## src/rtl/cpu_controller_if.sv

```systemverilog
// Control/status bundle between the CPU controller and its datapath.
interface cpu_controller_if #(
  parameter int unsigned OPCODE = 3,
  parameter int unsigned CNT_W  = 8
);
  logic              run;
  logic [OPCODE-1:0] opcode;
  logic              zero;
  logic              sel;
  logic              rd;
  logic              ld_ir;
  logic              inc_pc;
  logic              ld_pc;
  logic              ld_ac;
  logic              wr;
  logic              data_e;
  logic              halt;
  logic [2:0]        phase;
  logic [CNT_W-1:0]  retired;

  // Datapath / stimulus side
  modport master (
    output run, opcode, zero,
    input  sel, rd, ld_ir, inc_pc, ld_pc, ld_ac, wr, data_e, halt, phase, retired
  );

  // Controller side
  modport slave (
    input  run, opcode, zero,
    output sel, rd, ld_ir, inc_pc, ld_pc, ld_ac, wr, data_e, halt, phase, retired
  );
endinterface

```

## src/rtl/cpu_controller.sv

```systemverilog
// Eight-phase instruction sequencer for a simple accumulator CPU.
// Control strobes are decoded from the current phase and the live
// opcode/zero inputs; only the phase and the retired count are stored.
module cpu_controller #(
  parameter int unsigned OPCODE = 3,
  parameter int unsigned CNT_W  = 8
) (
  input logic           clk,
  input logic           reset,
  cpu_controller_if.slave bus
);

  localparam logic [OPCODE-1:0] OP_HLT = OPCODE'(0);
  localparam logic [OPCODE-1:0] OP_SKZ = OPCODE'(1);
  localparam logic [OPCODE-1:0] OP_ADD = OPCODE'(2);
  localparam logic [OPCODE-1:0] OP_AND = OPCODE'(3);
  localparam logic [OPCODE-1:0] OP_XOR = OPCODE'(4);
  localparam logic [OPCODE-1:0] OP_LDA = OPCODE'(5);
  localparam logic [OPCODE-1:0] OP_STO = OPCODE'(6);
  localparam logic [OPCODE-1:0] OP_JMP = OPCODE'(7);

  typedef enum logic [3:0] {
    INST_ADDR  = 4'd0,
    INST_FETCH = 4'd1,
    INST_LOAD  = 4'd2,
    IDLE       = 4'd3,
    OP_ADDR    = 4'd4,
    OP_FETCH   = 4'd5,
    ALU_OP     = 4'd6,
    STORE      = 4'd7,
    HALTED     = 4'd8
  } state_t;

  state_t           state;
  logic [CNT_W-1:0] retired_q;

  logic is_alu;
  logic is_skz;
  logic is_jmp;
  logic is_sto;
  logic is_hlt;

  assign is_alu = (bus.opcode == OP_ADD) || (bus.opcode == OP_AND) ||
                  (bus.opcode == OP_XOR) || (bus.opcode == OP_LDA);
  assign is_skz = (bus.opcode == OP_SKZ);
  assign is_jmp = (bus.opcode == OP_JMP);
  assign is_sto = (bus.opcode == OP_STO);
  assign is_hlt = (bus.opcode == OP_HLT);

  // Phase sequencer and retired-instruction counter
  always_ff @(posedge clk) begin
    if (!reset) begin
      state     <= INST_ADDR;
      retired_q <= '0;
    end else begin
      case (state)
        INST_ADDR:  if (bus.run) state <= INST_FETCH;
        INST_FETCH: state <= INST_LOAD;
        INST_LOAD:  state <= IDLE;
        IDLE:       state <= OP_ADDR;
        OP_ADDR:    state <= is_hlt ? HALTED : OP_FETCH;
        OP_FETCH:   state <= ALU_OP;
        ALU_OP:     state <= STORE;
        STORE: begin
          state     <= INST_ADDR;
          retired_q <= retired_q + CNT_W'(1);
        end
        HALTED:     state <= HALTED;
        default:    state <= INST_ADDR;
      endcase
    end
  end

  // Control strobe decode; while reset is held the INST_ADDR pattern is shown
  always_comb begin
    bus.sel    = 1'b0;
    bus.rd     = 1'b0;
    bus.ld_ir  = 1'b0;
    bus.inc_pc = 1'b0;
    bus.ld_pc  = 1'b0;
    bus.ld_ac  = 1'b0;
    bus.wr     = 1'b0;
    bus.data_e = 1'b0;
    bus.halt   = 1'b0;
    bus.phase  = 3'd0;
    if (!reset) begin
      bus.sel = 1'b1;
    end else begin
      bus.phase = (state == HALTED) ? 3'd7 : state[2:0];
      case (state)
        INST_ADDR: bus.sel = 1'b1;
        INST_FETCH: begin
          bus.sel = 1'b1;
          bus.rd  = 1'b1;
        end
        INST_LOAD, IDLE: begin
          bus.sel   = 1'b1;
          bus.rd    = 1'b1;
          bus.ld_ir = 1'b1;
        end
        OP_ADDR: begin
          bus.inc_pc = 1'b1;
          bus.halt   = is_hlt;
        end
        OP_FETCH: bus.rd = is_alu;
        ALU_OP: begin
          bus.rd     = is_alu;
          bus.inc_pc = is_skz && bus.zero;
          bus.ld_pc  = is_jmp;
          bus.data_e = is_sto;
        end
        STORE: begin
          bus.rd     = is_alu;
          bus.ld_ac  = is_alu;
          bus.ld_pc  = is_jmp;
          bus.wr     = is_sto;
          bus.data_e = is_sto;
        end
        HALTED: bus.halt = 1'b1;
        default: bus.sel = 1'b1;
      endcase
    end
  end

  assign bus.retired = retired_q;

endmodule

```

## src/flat_wrapper.sv

```systemverilog
// flat-port wrapper written by rule: the top's interface ports become plain ports
module cpu_controller_flat 
#(
  parameter int unsigned OPCODE = 3,
  parameter int unsigned CNT_W  = 8
)
  (clk, reset, bus_run, bus_opcode, bus_zero, bus_sel, bus_rd, bus_ld_ir, bus_inc_pc, bus_ld_pc, bus_ld_ac, bus_wr, bus_data_e, bus_halt, bus_phase, bus_retired);
  cpu_controller_if #(.OPCODE(OPCODE), .CNT_W(CNT_W)) bus_i ();
  input logic clk;
  input logic reset;
  input wire logic [$bits(bus_i.run)-1:0] bus_run;
  input wire logic [$bits(bus_i.opcode)-1:0] bus_opcode;
  input wire logic [$bits(bus_i.zero)-1:0] bus_zero;
  output wire logic [$bits(bus_i.sel)-1:0] bus_sel;
  output wire logic [$bits(bus_i.rd)-1:0] bus_rd;
  output wire logic [$bits(bus_i.ld_ir)-1:0] bus_ld_ir;
  output wire logic [$bits(bus_i.inc_pc)-1:0] bus_inc_pc;
  output wire logic [$bits(bus_i.ld_pc)-1:0] bus_ld_pc;
  output wire logic [$bits(bus_i.ld_ac)-1:0] bus_ld_ac;
  output wire logic [$bits(bus_i.wr)-1:0] bus_wr;
  output wire logic [$bits(bus_i.data_e)-1:0] bus_data_e;
  output wire logic [$bits(bus_i.halt)-1:0] bus_halt;
  output wire logic [$bits(bus_i.phase)-1:0] bus_phase;
  output wire logic [$bits(bus_i.retired)-1:0] bus_retired;
  assign bus_i.run = bus_run;
  assign bus_i.opcode = bus_opcode;
  assign bus_i.zero = bus_zero;
  assign bus_sel = bus_i.sel;
  assign bus_rd = bus_i.rd;
  assign bus_ld_ir = bus_i.ld_ir;
  assign bus_inc_pc = bus_i.inc_pc;
  assign bus_ld_pc = bus_i.ld_pc;
  assign bus_ld_ac = bus_i.ld_ac;
  assign bus_wr = bus_i.wr;
  assign bus_data_e = bus_i.data_e;
  assign bus_halt = bus_i.halt;
  assign bus_phase = bus_i.phase;
  assign bus_retired = bus_i.retired;
  cpu_controller #(.OPCODE(OPCODE), .CNT_W(CNT_W)) u_core (.clk(clk), .reset(reset), .bus(bus_i));
endmodule
```

## config.mk

```make
export PLATFORM = sky130hd
export DESIGN_NAME = cpu_controller_flat
export DESIGN_NICKNAME = d
export VERILOG_FILES = /design/src/rtl/cpu_controller_if.sv /design/src/rtl/cpu_controller.sv /design/src/flat_wrapper.sv
export SDC_FILE = /design/constraint.sdc
export NUM_CORES = 1
export LEC_CHECK = 0
export CAP_MARGIN = 10
export CORE_ASPECT_RATIO = 1.2
export CORE_MARGIN = 4
export CORE_UTILIZATION = 42
export DETAILED_ROUTE_END_ITERATION = 12
export GPL_ROUTABILITY_DRIVEN = 0
export PLACE_DENSITY = 0.74
export SETUP_SLACK_MARGIN = 0.02
export SYNTH_ARGS = -nofsm -noshare
export SYNTH_HDL_FRONTEND = slang
export SYNTH_SLANG_ARGS = --single-unit
```

## constraint.sdc

```tcl
create_clock -name clk -period 1.4 [get_ports clk]
set_input_delay 0.21 -clock clk [delete_from_list [all_inputs] [get_ports clk]]
set_output_delay 0.21 -clock clk [all_outputs]
set_load 0.05 [all_outputs]
```

==> metrics.csv, run 1 <==
metric,value,unit
synth_top_area_cell,dfxtp_1,
synth_area_leaders,"dfxtp_1 33%, a21oi_1 6.9%, nor2_1 6.2%",
place_ws,-0.356,ns
cts.path.max_buffers,2,
htree_levels,1,
dpl.cell_count,149,
die-width,45.9,um
pin_count,27,
dp_hpwl,1790,um
port_buffers,26,
stop_stage,global routing (5_1_grt),
cts_buffers,3,
die_y,53.5,um
first-error,"[ERROR DPL-0038] Utilization greater than 100%, impossible to legalize",
synth_nets,102,
ys_seq_area_share,33.1,%
worstEndpointGrtRepair,bus_ld_ir,
ys_warn_count,0,
ys_seq_elements,12,
avgSynthCellArea,7.72,um2
cts-root-buf,clkbuf_4,
start_util,44.2,%
clock-sinks,12,
grt_max_degree,10,
syn_area,726,um2
holdBufCountCts,0,
endpoint_type,top-level output,
synthDistinctLibCells,28,
yosys.area.top_type_share,33.1,%
syn_inst,94,
rows,16,
status,stopped before the end,
## kinds of logic after synthesis
family          Yosys count  share of synthesized area (%)
fa+ha+maj                 1                           1.72
buf+inv                  11                           7.07
compound gates           20                           16.6
xor+xnor                  3                           3.62
flops                    12                           33.1
simple gates             45                           35.2
mux                       2                           2.76
## synth_stat cells, drive strengths merged
| master | instances |
|---|---|
| mux2i | 2 |
| nor2 | 12 |
| nand2 | 9 |
| nand4 | 1 |
| ha | 1 |
| xnor2 | 1 |
| nand4b | 1 |
| or4 | 5 |
| and2 | 1 |
| nor3b | 1 |
| nor4 | 4 |
| or3 | 1 |
| inv | 6 |
| a21oi | 10 |
| nor2b | 1 |
| buf | 3 |
| nand2b | 3 |
| nor3 | 3 |
| xor2 | 2 |
| o31ai | 5 |
| clkbuf | 2 |
| dfxtp | 12 |
| o21ai | 2 |
| o21a | 3 |
| and3 | 2 |
| nand3 | 1 |
## what timing repair did
action | 4_1_cts
buffers inserted | 5
pin swaps | 15
endpoints found under the hold margin | 0
resized for setup | 36
endpoints found under the setup margin | 18
## metrics by stage
| step | hold WS, ns | util [%] | setup TNS, ns | cell area [um2] |
|---|---|---|---|---|
| floorplan | 0.461 | - | -1.38 | 817 |
| global placement | 0.482 | 84.1 | -2.29 | 1380 |
| detailed placement | 0.494 | 84.1 | -2.97 | 1380 |
| CTS | 0.508 | 94.8 | -1.56 | 1560 |
==> run 2: changes to the inputs <==
--- a/config.mk
+++ b/config.mk
@@ -6,13 +6,11 @@
 export NUM_CORES = 1
 export LEC_CHECK = 0
 export CAP_MARGIN = 10
-export CORE_ASPECT_RATIO = 1.2
-export CORE_MARGIN = 4
-export CORE_UTILIZATION = 42
+export CORE_AREA = 4 4 65 67
 export DETAILED_ROUTE_END_ITERATION = 12
+export DIE_AREA = 0 0 69 71
 export GPL_ROUTABILITY_DRIVEN = 0
-export PLACE_DENSITY = 0.74
-export SETUP_SLACK_MARGIN = 0.02
+export PLACE_DENSITY_LB_ADDON = 0.15
 export SYNTH_ARGS = -nofsm -noshare
 export SYNTH_HDL_FRONTEND = slang
 export SYNTH_SLANG_ARGS = --single-unit
==> run 2 against run 1 <==
Compared with the run above:
- synthesized cell count unchanged
- synthesized area unchanged
- the flow now finishes, with violations (setup timing)
==> metrics.csv, run 2 <==
metric,value,unit
ff2ff_path_depth,5,
synth_area_leaders,"dfxtp_1 33%, a21oi_1 6.9%, nor2_1 6.2%",
antenna_found_initial,0,
path_clk_slew,0.06,ns
syn2layout_area_growth,127,%
layout_commonest_cell,buf_4,
power_density,583,mW/mm2
die_y,71,um
pin_count,27,
grt_usage,9.37,%
clock-sinks,12,
synthDistinctLibCells,28,
dp_hpwl,1770,um
grt_pass1_wl,3830,um
maxSlewHeadroom,82.8,%
syn_area,726,um2
p_leak,0.655,nW
cts-root-buf,clkbuf_8,
startpoint_type,flip-flop,
worstHoldPathCells,5,
worst_skew_pair.late_latency,0.24,ns
finalSetupViolations,17,
cts_tree,yes,
async_flop_share,0,%
holdBufCountCts,0,
synth-main-ff-cell,dfxtp_1,
design_area,0.00165,mm2
grt_max_degree,9,
final_nets,154,
drive_gt1_share,57.9,%
dieArea,0.00490,mm2
crit_type,flip-flop to output port,
met3RoutedLength,135,um
hold_viol_final,0,
firstDrtPassIters,4,
wl_met1,928,um
cts_buffers,3,
tns,-1.08,ns
min_period,1.54,ns
final_cell_mix,"22 x buf_4, 20 x buf_12, 8 x nor2_1, 7 x nand2_1",
grt_pass1_vias,862,
start_util,20.0,%
avgSynthCellArea,7.72,um2
ys_seq_elements,12,
yosys.area.top_type_share,33.1,%
synth_edf_count,0,
fillers,377,
htree_levels,1,
whs,0.488,ns
synth_top_area_cell,dfxtp_1,
syn_inst,94,
fp.coreArea,0.00363,mm2
fin_crit_sh,110,%
grt_overflow_total,0,
viasPerCell,4.33,
rsz0062_at_grt,yes,
wl,2180,um
worst_slack,-0.138,ns
synth_nets,102,
die-width,69,um
top_layer_used,met4,
synthTopCellsByCount,"12 x dfxtp_1, 12 x nor2_1, 10 x a21oi_1",
max_freq,650,MHz
finalClockSkew,0.00136,ns
regArea,268,um2
vias,835,
violations,setup timing,
antenna-diode-count,0,
postPlaceCellArea,0.00147,mm2
worst-path-max-fanout,7,
drc_errors,0,
post_drt_wl_per_cell,11.3,um
critPathCaptureType,output port,
instances_no_fill,193,
dpl.cell_count,186,
hold_path_class,input port to flip-flop,
ant_nets,0,
status,"complete, but fails checks",
rows,22,
tightest_slew,0.256,ns
route.met2.wl,1100,um
cts.path.max_buffers,2,
multi_input_area,588,um2
first_iter_violations,22,
ys_warn_count,0,
finalMaxSlewViolations,0,
cp_data_arrival_time,1.33,ns
cap_violations,0,
port_buffers,26,
largest_reg_flops,8,
ys_seq_area_share,33.1,%
required,1.19,ns
irDropWorstVdd,0.000251,V
[run 2: cell counts after synthesis]
Identical to the previous run, type by type.
[run 2: logic make-up after synthesis]
logic type                 Yosys count  synth area share, %
DFF                                 12                 33.1
and+or+nand+nor                     45                 35.2
adders and majority gates            1                 1.72
muxes                                2                 2.76
xor gates and xnor gates             3                 3.62
AOI/OAI and AO/OA                   20                 16.6
buffers and inverters               11                 7.07
[run 2: power breakdown]
group | internal, mW | total [mW] | switching (mW)
Sequential | 0.344 | 0.361 | 0.0176
Clock | 0.194 | 0.327 | 0.133
Combinational | 0.133 | 0.271 | 0.138
Total | 0.671 | 0.960 | 0.289
[run 2: worst max-delay path: stages, from the launching register on]
cell,delay [ns]
dfxtp_4,0.39
nand2_4,0.08
nor4_4,0.29
and2_4,0.20
buf_12,0.13
[run 2: routing by layer]
metal	GRT usage, %	up-vias
li1	-	435
met2	16.3	20
met3	3.69	2
met1	10.4	378
met4	3.25	0
met5	0	-
[run 2: final cells by class]
type,count,area share (%)
Timing Repair Buffer,52,40.3
Sequential cell,12,16.3
Multi-Input combinational cell,71,35.7
Inverter,6,1.37
Clock inverter,1,0.228
Clock buffer,3,2.51
Tap cell,48,3.65
[run 2: per-stage QoR]
step,setup slack [ns],util (%),total power [mW]
finish,-0.138,45.3,0.960
global route,-0.197,45.3,1.01
CTS,-0.145,43.7,0.957
detailed placement,-0.342,40.4,0.607
global placement,-0.336,40.4,0.606
floorplan,-0.373,-,0.485
[run 2: worst paths after layout]
kind,slack [ns],startpoint,end
worst min-delay path,0.49,bus_opcode[0],u_core.state[3]$_SDFFE_PN0P_
worst max-delay path,-0.14,u_core.state[2]$_SDFFE_PN0P_,bus_wr
worst min register to register,0.51,u_core.bus.retired[7]$_SDFFE_PN0N_,u_core.bus.retired[7]$_SDFFE_PN0N_
worst max register to register,-0.05,u_core.state[2]$_SDFFE_PN0P_,u_core.bus.retired[5]$_SDFFE_PN0N_
[run 2: timing repair]
item                       in CTS  in global routing
gates resized for setup        26                 14
gates cloned                    0                  0
buffers inserted                1                  2
setup endpoints to repair      17                 16
pin swaps                       9                  7
Note: power is estimated with default switching activity, not from simulation.
